===== src/rtl/spi_master_arbiter_pkg.sv =====
`default_nettype none
// ============================================================================
// Module   : spi_master_arbiter_pkg
// Brief    : Shared types and constants for the arbitrated SPI master.
// Revision : 1.0 - initial release
// ============================================================================
package spi_master_arbiter_pkg;

    localparam int   SPI_BYTE_W = 8;
    // Mode 0: clock idles low, data sampled on the leading (rising) edge.
    localparam logic SPI_CPOL   = 1'b0;
    localparam logic SPI_CPHA   = 1'b0;

    typedef enum logic [2:0] {
        ST_IDLE    = 3'd0,
        ST_LOAD    = 3'd1,
        ST_SHIFT   = 3'd2,
        ST_DONE    = 3'd3,
        ST_RELEASE = 3'd4
    } state_e;

    // Counter width that stays legal when the count range collapses to one value.
    function automatic int cnt_width(input int n);
        return (n > 1) ? $clog2(n) : 1;
    endfunction

endpackage
`default_nettype wire


===== src/rtl/spi_master_arbiter_shift_engine.sv =====
`default_nettype none
// ============================================================================
// Module   : spi_master_arbiter_shift_engine
// Brief    : SPI clock divider and byte shifter, MSB first. A one-cycle load
//            starts a byte; done pulses in the cycle of the final clock toggle.
// Revision : 1.0 - initial release
// ============================================================================
module spi_master_arbiter_shift_engine
    import spi_master_arbiter_pkg::*;
#(
    parameter int CLK_DIV = 4
) (
    input  logic                  clk,
    input  logic                  reset,
    input  logic                  load,
    input  logic [SPI_BYTE_W-1:0] tx_byte,
    input  logic                  miso,
    output logic                  spi_clk,
    output logic                  mosi,
    output logic                  done,
    output logic [SPI_BYTE_W-1:0] rx_byte
);

    localparam int              DIV_W     = cnt_width(CLK_DIV);
    localparam logic [DIV_W-1:0] DIV_LAST = DIV_W'(CLK_DIV - 1);
    localparam int              EDGE_W    = $clog2(2 * SPI_BYTE_W);
    localparam logic [EDGE_W-1:0] EDGE_LAST = EDGE_W'(2 * SPI_BYTE_W - 1);

    logic                  active_q, active_d;
    logic [DIV_W-1:0]      div_q, div_d;
    logic [EDGE_W-1:0]     edges_q, edges_d;
    logic                  sclk_q, sclk_d;
    logic [SPI_BYTE_W-1:0] tx_q, tx_d;
    logic [SPI_BYTE_W-1:0] rx_q, rx_d;

    logic toggle;
    logic sample_edge;
    logic shift_edge;

    // Edge classification: leading edge samples, trailing edge shifts.
    always_comb begin
        toggle      = active_q && (div_q == DIV_LAST);
        sample_edge = toggle && ((sclk_q == SPI_CPOL) != SPI_CPHA);
        shift_edge  = toggle && !sample_edge;
        done        = toggle && (edges_q == EDGE_LAST);
    end

    // Next-state for divider, edge counter and shift registers.
    always_comb begin
        active_d = active_q;
        div_d    = div_q;
        edges_d  = edges_q;
        sclk_d   = sclk_q;
        tx_d     = tx_q;
        rx_d     = rx_q;
        if (load) begin
            active_d = 1'b1;
            div_d    = '0;
            edges_d  = '0;
            sclk_d   = SPI_CPOL;
            tx_d     = tx_byte;
        end else if (active_q) begin
            if (toggle) begin
                div_d   = '0;
                sclk_d  = ~sclk_q;
                edges_d = edges_q + 1'b1;
                if (done) begin
                    active_d = 1'b0;
                end
            end else begin
                div_d = div_q + 1'b1;
            end
            if (sample_edge) begin
                rx_d = {rx_q[SPI_BYTE_W-2:0], miso};
            end
            if (shift_edge) begin
                tx_d = {tx_q[SPI_BYTE_W-2:0], 1'b0};
            end
        end
    end

    // Engine state register; reset parks the SPI clock at its idle level.
    always_ff @(posedge clk or posedge reset) begin
        if (reset) begin
            active_q <= 1'b0;
            div_q    <= '0;
            edges_q  <= '0;
            sclk_q   <= SPI_CPOL;
            tx_q     <= '0;
            rx_q     <= '0;
        end else begin
            active_q <= active_d;
            div_q    <= div_d;
            edges_q  <= edges_d;
            sclk_q   <= sclk_d;
            tx_q     <= tx_d;
            rx_q     <= rx_d;
        end
    end

    assign spi_clk = sclk_q;
    assign mosi    = tx_q[SPI_BYTE_W-1];
    assign rx_byte = rx_q;

endmodule
`default_nettype wire


===== src/rtl/spi_master_arbiter.sv =====
`default_nettype none
// ============================================================================
// Module   : spi_master_arbiter
// Brief    : Round-robin arbiter sharing one mode-0 SPI bus among N_REQ
//            requesters; bursts hold cs low until the grantee flags last.
// Revision : 1.0 - initial release
// ============================================================================
module spi_master_arbiter
    import spi_master_arbiter_pkg::*;
#(
    parameter int N_REQ   = 2,
    parameter int CLK_DIV = 4
) (
    input  logic                        clk,
    input  logic                        reset,
    input  logic [N_REQ-1:0]            req,
    input  logic [N_REQ-1:0]            last,
    input  logic [SPI_BYTE_W*N_REQ-1:0] tx_data,
    output logic [N_REQ-1:0]            grant,
    output logic                        ack,
    output logic [SPI_BYTE_W-1:0]       rx_data,
    output logic                        busy,
    output logic                        spi_clk,
    output logic                        mosi,
    input  logic                        miso,
    output logic                        cs
);

    localparam int               IDX_W    = cnt_width(N_REQ);
    localparam logic [IDX_W-1:0] RR_INIT  = IDX_W'(N_REQ - 1);
    localparam int               DIV_W    = cnt_width(CLK_DIV);
    localparam logic [DIV_W-1:0] DIV_LAST = DIV_W'(CLK_DIV - 1);

    state_e                state_q, state_d;
    logic [IDX_W-1:0]      owner_q, owner_d;
    logic [IDX_W-1:0]      rr_q, rr_d;
    logic                  busy_q, busy_d;
    logic                  cs_q, cs_d;
    logic                  last_q, last_d;
    logic [SPI_BYTE_W-1:0] rx_data_q, rx_data_d;
    logic [DIV_W-1:0]      rel_q, rel_d;

    logic                  pick_valid;
    logic [IDX_W-1:0]      pick_idx;
    logic [IDX_W-1:0]      cand;
    logic [SPI_BYTE_W-1:0] cur_tx;
    logic                  cur_last;
    logic                  cur_req;
    logic                  eng_load;
    logic                  eng_done;
    logic [SPI_BYTE_W-1:0] eng_rx;

    // Round-robin pick: scan from farthest to nearest so the first set bit after rr wins.
    always_comb begin
        pick_valid = 1'b0;
        pick_idx   = rr_q;
        cand       = rr_q;
        for (int k = N_REQ; k >= 1; k--) begin
            cand = IDX_W'((int'(rr_q) + k) % N_REQ);
            if (req[cand]) begin
                pick_valid = 1'b1;
                pick_idx   = cand;
            end
        end
    end

    // Select the current owner's byte, last flag and request.
    always_comb begin
        cur_tx   = '0;
        cur_last = 1'b0;
        cur_req  = 1'b0;
        for (int i = 0; i < N_REQ; i++) begin
            if (owner_q == IDX_W'(i)) begin
                cur_tx   = tx_data[SPI_BYTE_W*i +: SPI_BYTE_W];
                cur_last = last[i];
                cur_req  = req[i];
            end
        end
    end

    // Arbiter FSM next-state and bus-control decisions.
    always_comb begin
        state_d   = state_q;
        owner_d   = owner_q;
        rr_d      = rr_q;
        busy_d    = busy_q;
        cs_d      = cs_q;
        last_d    = last_q;
        rx_data_d = rx_data_q;
        rel_d     = rel_q;
        eng_load  = 1'b0;
        case (state_q)
            ST_IDLE: begin
                if (pick_valid) begin
                    state_d = ST_LOAD;
                    owner_d = pick_idx;
                    busy_d  = 1'b1;
                    cs_d    = 1'b0;
                end
            end
            ST_LOAD: begin
                eng_load = 1'b1;
                last_d   = cur_last;
                state_d  = ST_SHIFT;
            end
            ST_SHIFT: begin
                if (eng_done) begin
                    rx_data_d = eng_rx;
                    state_d   = ST_DONE;
                end
            end
            ST_DONE: begin
                // Continue the burst only if the owner still wants another byte.
                if (!last_q && cur_req) begin
                    state_d = ST_LOAD;
                end else begin
                    state_d = ST_RELEASE;
                    cs_d    = 1'b1;
                    rel_d   = '0;
                end
            end
            ST_RELEASE: begin
                if (rel_q == DIV_LAST) begin
                    state_d = ST_IDLE;
                    busy_d  = 1'b0;
                    rr_d    = owner_q;
                end else begin
                    rel_d = rel_q + 1'b1;
                end
            end
            default: begin
                state_d = ST_IDLE;
            end
        endcase
    end

    // Arbiter state register; reset frees the bus from any state.
    always_ff @(posedge clk or posedge reset) begin
        if (reset) begin
            state_q   <= ST_IDLE;
            owner_q   <= '0;
            rr_q      <= RR_INIT;
            busy_q    <= 1'b0;
            cs_q      <= 1'b1;
            last_q    <= 1'b0;
            rx_data_q <= '0;
            rel_q     <= '0;
        end else begin
            state_q   <= state_d;
            owner_q   <= owner_d;
            rr_q      <= rr_d;
            busy_q    <= busy_d;
            cs_q      <= cs_d;
            last_q    <= last_d;
            rx_data_q <= rx_data_d;
            rel_q     <= rel_d;
        end
    end

    generate
        for (genvar i = 0; i < N_REQ; i++) begin : g_grant
            assign grant[i] = busy_q && (owner_q == IDX_W'(i));
        end
    endgenerate

    assign ack     = (state_q == ST_DONE);
    assign rx_data = rx_data_q;
    assign busy    = busy_q;
    assign cs      = cs_q;

    spi_master_arbiter_shift_engine #(
        .CLK_DIV (CLK_DIV)
    ) u_engine (
        .clk     (clk),
        .reset   (reset),
        .load    (eng_load),
        .tx_byte (cur_tx),
        .miso    (miso),
        .spi_clk (spi_clk),
        .mosi    (mosi),
        .done    (eng_done),
        .rx_byte (eng_rx)
    );

endmodule
`default_nettype wire


===== config.mk =====
export PLATFORM = sky130hd
export DESIGN_NAME = spi_master_arbiter
export DESIGN_NICKNAME = d
export VERILOG_FILES = /design/src/rtl/spi_master_arbiter_pkg.sv /design/src/rtl/spi_master_arbiter_shift_engine.sv /design/src/rtl/spi_master_arbiter.sv
export SDC_FILE = /design/constraint.sdc
export NUM_CORES = 1
export LEC_CHECK = 0
export BUFFER_PORTS_ARGS = -buffer_cell sky130_fd_sc_hd__buf_4
export CAP_MARGIN = 5
export CORE_UTILIZATION = 58
export CTS_CLUSTER_SIZE = 14
export DETAILED_ROUTE_END_ITERATION = 7
export PLACE_DENSITY = 0.83
export RECOVER_POWER = 50
export SLEW_MARGIN = 0
export SYNTH_ARGS = -nofsm -noshare
export SYNTH_HDL_FRONTEND = slang
export SYNTH_SLANG_ARGS = --single-unit

===== constraint.sdc =====
create_clock -name clk -period 2.8 [get_ports clk]
set_clock_uncertainty 0.15 [all_clocks]
set_input_delay 0.28 -clock clk [delete_from_list [all_inputs] [get_ports clk]]
set_output_delay 0.28 -clock clk [all_outputs]
set_load 0.1 [all_outputs]

==> results.toml, run 1 <==
[run]
maxCapViolCount = 0

[floorplanning]
coreArea_um2 = 3150
io_pins = 38
fp-row-count = 20
initial_core_util_pct = 63.2
die_h_um = 60.6
die_area_um2 = 3670
dieWidth_um = 60.6

[timing]
setup_viol = 0
max_freq_mhz = 443
rsz0062_at_grt = "no"
timing_worst_slew_pin_value_ps = 1170
finalCritPeriodShare_pct = 80.6
whs_ps = 48.2
slew_headroom_pct = 22.4
fin_tns_setup_ps = 0
slew_violations = 0
finalHoldViolations = 0
min_period_ps = 2260

[critical_path]
path_max_fanout = 11
criticalPathCategory = "reg -> reg"
cp.arrival_ps = 2350
cp_data_required_time_ps = 2890
end_kind = "flip-flop"
worst_setup_path_start_kind = "flip-flop"

[clock_tree]
cts_buffers = 5
clock-root-buffer = "clkbuf_4"
cts_resized = 0
ctsHoldBuffers = 2
cts_buffer_depth = 2
cts_tree = "yes"
cts_htree_levels = 2
clock_latency_ps = 340
cts.clk_slew.worst_paths_ps = 110
numClockSinks = 42
cts_setup_buffers = 0

[detailed_routing]
vias = 1348
ant_nets = 0
route.detailed.drc = 0
vias_per_cell = 5.39
wire_per_inst_um = 14.4
drtIter0Drc = 54
drt-total-wl_um = 3600
firstDrtPassIters = 4

[final_layout]
syn_to_final_growth_pct = 18.6
multiInputGateArea_um2 = 861
layout_commonest_cell = "dfrtp_1"
drive_gt1_share_pct = 36.4
layout_common_cells = "dfrtp_1 (40), buf_4 (35), mux2_2 (27)"
regArea_um2 = 1050
final_nets = 231
n_fill_cell = 215
antennaDiodeCount = 0

[synthesis]
avgSynthCellArea_um2 = 12.1
synth_cell_types = 32
synth_nets = 191
synth_seq_area_share_pct = 52.9
yosys_warnings = 0
synth_edf_count = 0
ys_seq_elements = 42
ys_async_sr_fraction_pct = 100
netlist_area_um2 = 1990
synth_ff_type = "dfrtp_1"
syn_inst = 165

[min_path]
hold_path.class = "in -> reg"

[pwr]
pwr_density_cell_nw_per_um2 = 1050
ir_drop_mv = 0.666
p_leak_nw = 1.15

[placement]
dp_hpwl_um = 2600
gp_congestion = 0.793
portBuffers = 37

[grt]
grt_antenna_before_repair = 0
grt_pass1_wl_um = 5960
grt_max_degree = 43
overflow = 0
grt_pass1_vias = 1342
grt.total_usage_pct = 23.0

[status]
status = "complete, no violations"
registers in the layout, summed over array words and instances (netlist names):
| register | count |
|---|---|
| u_engine.active_q | 1 |
| rx_data | 8 |
| rel_q | 2 |
| u_engine.tx_q | 8 |
| rr_q | 1 |
| u_engine.spi_clk | 1 |
| state_q | 3 |
| u_engine.edges_q | 4 |
| u_engine.rx_byte | 8 |
| u_engine.div_q | 2 |
| owner_q | 1 |
| cs | 1 |
| last_q | 1 |
| busy | 1 |
final timing paths:
check / from / end / slack, ps / cells after the start
setup / recovery: state_q[0] / u_engine.tx_q[2] / 540 / 4
hold / removal: req[1] / owner_q / 50 / 2
setup reg to reg: state_q[0] / u_engine.tx_q[2] / 540 / 4
hold reg to reg: cs / cs / 340 / 2
max in group asynchronous: reset / busy / 1270 / 4
min in group asynchronous: reset / u_engine.rx_byte[1] / 640 / 4
area by class of cell:
type,count,share of cell area [%]
repair buffers,42,13.0
clock buffers,8,2.49
flip-flops and latches,42,44.6
well taps,44,2.33
multi-input cells,106,36.4
inverters,8,1.27
metrics by stage:
| stage | total power [mW] | utilization [%] | instance area [um^2] | setup slack, ps | instances |
|---|---|---|---|---|---|
| after floorplan | 1.96 | - | 1990 | 3.43 | 165 |
| after global placement | 2.14 | 73.1 | 2300 | 914 | 240 |
| after detailed placement | 2.21 | 73.1 | 2300 | 820 | 240 |
| after CTS | 2.52 | 75.6 | 2380 | 782 | 250 |
| after global routing | 2.65 | 75.0 | 2360 | 448 | 250 |
| final | 2.48 | 75.0 | 2360 | 544 | 250 |
critical path: stages (launching register included):
cell	delay, ps
dfrtp_1	530
nor3b_1	320
clkbuf_1	420
a31o_2	350
mux2_2	380
power breakdown:
part           switching (mW)  internal (mW)
Sequential              0.209          0.830
Combinational           0.686          0.452
Clock                   0.182          0.124
cell families after synthesis:
| logic type | Yosys count | synth area share (%) |
|---|---|---|
| AOI/OAI and AO/OA | 17 | 5.27 |
| xor gates and xnor gates | 4 | 1.76 |
| and+or+nand+nor | 40 | 11.5 |
| DFF | 42 | 52.9 |
| adders and majority gates | 3 | 1.88 |
| buffers and inverters | 17 | 3.95 |
| muxes | 42 | 22.8 |
per-layer routing:
metal | track usage, % | up-vias | wire length, um | share of wire (%)
met5 | 0 | - | 0 | 0
met4 | 11.4 | 0 | 83 | 2.3
met3 | 6.61 | 9 | 175 | 4.9
met2 | 37.8 | 36 | 1790 | 50
met1 | 27.9 | 648 | 1550 | 43
li1 | - | 655 | - | -
cells in the mapped netlist (2+ instances only):
master	number	area [um^2]
a21oi_1	5	25.0
buf_2	6	30.0
buf_4	2	15.0
dfrtp_1	40	1000
dfstp_2	2	52.6
ha_1	3	37.5
inv_1	8	30.0
mux2_2	27	304
mux2i_1	15	150
nand2_1	12	45.0
nand3_1	3	15.0
nor2_1	9	33.8
nor3_4	2	32.5
nor3b_1	3	22.5
o21a_1	2	15.0
o21ai_0	5	25.0
or3_1	3	18.8
or4b_1	2	20.0
xor2_1	3	26.3
Power figures use the tool's default switching activity.
==> run 2, diff against run 1 <==
--- a/config.mk
+++ b/config.mk
@@ -5,12 +5,13 @@
 export SDC_FILE = /design/constraint.sdc
 export NUM_CORES = 1
 export LEC_CHECK = 0
+export ABC_AREA = 1
 export BUFFER_PORTS_ARGS = -buffer_cell sky130_fd_sc_hd__buf_4
 export CAP_MARGIN = 5
-export CORE_UTILIZATION = 58
+export CORE_UTILIZATION = 50
 export CTS_CLUSTER_SIZE = 14
 export DETAILED_ROUTE_END_ITERATION = 7
-export PLACE_DENSITY = 0.83
+export PLACE_DENSITY = 0.75
 export RECOVER_POWER = 50
 export SLEW_MARGIN = 0
 export SYNTH_ARGS = -nofsm -noshare
==> constraint.sdc (replaced) <==
create_clock -name clk -period 1.95 [get_ports clk]
set_clock_uncertainty 0.15 [all_clocks]
set_input_delay 0.195 -clock clk [delete_from_list [all_inputs] [get_ports clk]]
set_output_delay 0.195 -clock clk [all_outputs]
set_load 0.1 [all_outputs]
==> run 2 against run 1 <==
First-iteration DRC count grew to 2.7 times the previous value. Synthesized area up 7.3%. Critical endpoint is now ack. Critical path depth shrank 1. Critical path type is now reg -> out. Clock-buffer cell count fell by 1.
==> results.toml, run 2 <==
[status]
status = "complete, no violations"

[grt]
grt_pass1_wl_um = 6240
overflow = 0
grt.total_usage_pct = 18.4
grt_max_degree = 43
grt_antenna_before_repair = 0
grt_pass1_vias = 1466

[clock_tree]
cts_buffers = 5
cts_buffer_depth = 2
clock_latency_ps = 280
numClockSinks = 42
clock-root-buffer = "clkbuf_8"
cts_htree_levels = 2
cts_resized = 0
cts_tree = "yes"
cts.clk_slew.worst_paths_ps = 80

[timing]
max_freq_mhz = 613
finalCritPeriodShare_pct = 83.6
min_period_ps = 1630
whs_ps = 3.04
setup_viol = 0
slew_headroom_pct = 63.6
fin_tns_setup_ps = 0
finalHoldViolations = 0
slew_violations = 0
rsz0062_at_grt = "no"
timing_worst_slew_pin_value_ps = 548

[critical_path]
slowest_delay_ps = 450
rrSetupSlack_ps = 320
crit_cells = 3
path_max_fanout = 5
crit_family = "flip-flops"
cp_data_required_time_ps = 1600
worst_setup_path_start_kind = "flip-flop"
criticalPathCategory = "reg -> out"
rr_endpoint = "u_engine.tx_q[2]"
crit_path_end = "ack"
worstPathCellList = "nand2_1, nor2_4, buf_4"
worst-path-buf-inv = 1
slowest_stage = "dfrtp_1"
r2r_cells = 6
cp.arrival_ps = 1290
rr_startpoint = "state_q[2]"
end_kind = "output pin"
startpoint = "state_q[0]"

[floorplanning]
die_h_um = 67.4
die_area_um2 = 4540
io_pins = 38
coreArea_um2 = 4060
dieWidth_um = 67.4
fp-row-count = 23
initial_core_util_pct = 52.7

[detailed_routing]
drt-total-wl_um = 3730
vias_per_cell = 4.82
ant_nets = 0
wire_per_inst_um = 10.5
route.detailed.drc = 0
vias = 1712
firstDrtPassIters = 4
drtIter0Drc = 148

[final_layout]
layout_commonest_cell = "nand2_1"
fin_util_pct = 62.8
drive_gt1_share_pct = 26.9
layout_common_cells = "nand2_1 (76), inv_1 (41), dfrtp_1 (39)"
final_nets = 330
design_area_um2 = 2550
syn_to_final_growth_pct = 19.1
antennaDiodeCount = 0
n_fill_cell = 362
instances_no_fill = 355

[synthesis]
yosys.area_share.simple_pct = 26.8
synth_top_family_by_area = "simple AND/OR/NAND/NOR gates"
ys_seq_elements = 42
synth_compound_area_share_pct = 10.9
synth_seq_area_share_pct = 49.3
synth_cell_types = 30
synth_ff_type = "dfrtp_1"
yosysMostFrequentCell = "nand2_1"
synth_nets = 288
synthAdderAreaFrac_pct = 1.76
synth_edf_count = 0
netlist_top_cells_count = "nand2_1 (76), inv_1 (41), dfrtp_1 (40)"
syn_inst = 262
synth.largest_area_cell = "dfrtp_1"
ys_async_sr_fraction_pct = 100
synth.top_cells.by_area = "dfrtp_1 (47%), nand2_1 (13%), inv_1 (7.2%)"
synth_top_area_share_pct = 46.8
netlist_area_um2 = 2140
yosys_warnings = 0
synthMuxAreaShare_pct = 0
avgSynthCellArea_um2 = 8.16
synth-xor-area-share_pct = 0.410

[pwr]
p_int_mw = 2.03
power_frac_seq_pct = 36.2
switching_power_mw = 1.77
pwr_density_cell_nw_per_um2 = 1490
p_leak_nw = 1.37
swShare_pct = 46.6
share_comb_of_total_power_pct = 49.0
ir_drop_mv = 0.668
clockPowerShare_pct = 14.8

[placement]
dp_hpwl_um = 2670
portBuffers = 37
placed_area_um2 = 2460
place_inst = 346
gp_congestion = 0.780

[min_path]
hold_path.class = "in -> reg"
worstHoldPathCells = 3

[run]
maxCapViolCount = 0
## run 2: kinds of logic (layout without fill, tap and decap cells)
| family | after synthesis | in the layout |
|---|---|---|
| buffers and inverters | 52 | 95 |
| and+or+nand+nor | 128 | 128 |
| xor gates and xnor gates | 1 | 1 |
| DFF | 42 | 42 |
| adders and majority gates | 3 | 3 |
| AOI/OAI and AO/OA | 36 | 36 |
## run 2: layout make-up
class	count	area, um^2	area share [%]
Clock inverter	1	5.00	0.197
Clock buffer	7	86.3	3.39
Timing Repair Buffer	42	300	11.8
Multi-Input combinational cell	168	866	34.0
Inverter	45	171	6.73
Sequential cell	42	1050	41.4
Tap cell	50	62.6	2.46
## run 2: worst min-delay path, cell delays in order
cell     delay, ps
buf_4          100
inv_1           40
o21ai_1         60
## run 2: routing by layer
| metal | share of wire (%) | track usage, % | up-vias | routed length (um) |
|---|---|---|---|---|
| met5 | 0 | 0 | - | 0 |
| met4 | 1.3 | 7.18 | 0 | 49 |
| met3 | 6.1 | 3.72 | 7 | 226 |
| met2 | 43 | 28.4 | 50 | 1610 |
| met1 | 50 | 25.4 | 766 | 1850 |
| li1 | - | - | 889 | - |
## run 2: how the worst min path moves through the flow
stage | from | to | slack (ps)
2_1_floorplan | miso | u_engine.rx_byte[0] | 180
3_3_place_gp | reset | u_engine.tx_q[4] | 210
3_5_place_dp | reset | rx_data[5] | 210
4_1_cts | miso | u_engine.rx_byte[0] | 2
5_1_grt | miso | u_engine.rx_byte[0] | 20
6_report | miso | u_engine.rx_byte[0] | 3
## run 2: per-stage QoR
stage	total power, mW	setup WS (ps)
floorplan	2.93	125
global placement	3.23	353
detailed placement	3.28	306
CTS	3.85	300
global route	4.14	188
finish	3.81	320
## run 2: timing repair
| item | in CTS | in global routing |
|---|---|---|
| buffers inserted | 0 | 0 |
| hold endpoints to repair | 40 | 0 |
| hold buffers | 1 | 0 |
## run 2: power by group through the flow
stage          combinational (mW)  clock, mW  sequential, mW
3_3_place_gp                 1.84          0            1.38
6_report                     1.87      0.562            1.38
4_1_cts                      1.89      0.578            1.38
5_1_grt                      2.11      0.612            1.41
2_1_floorplan                1.44          0            1.49
3_5_place_dp                 1.89          0            1.39
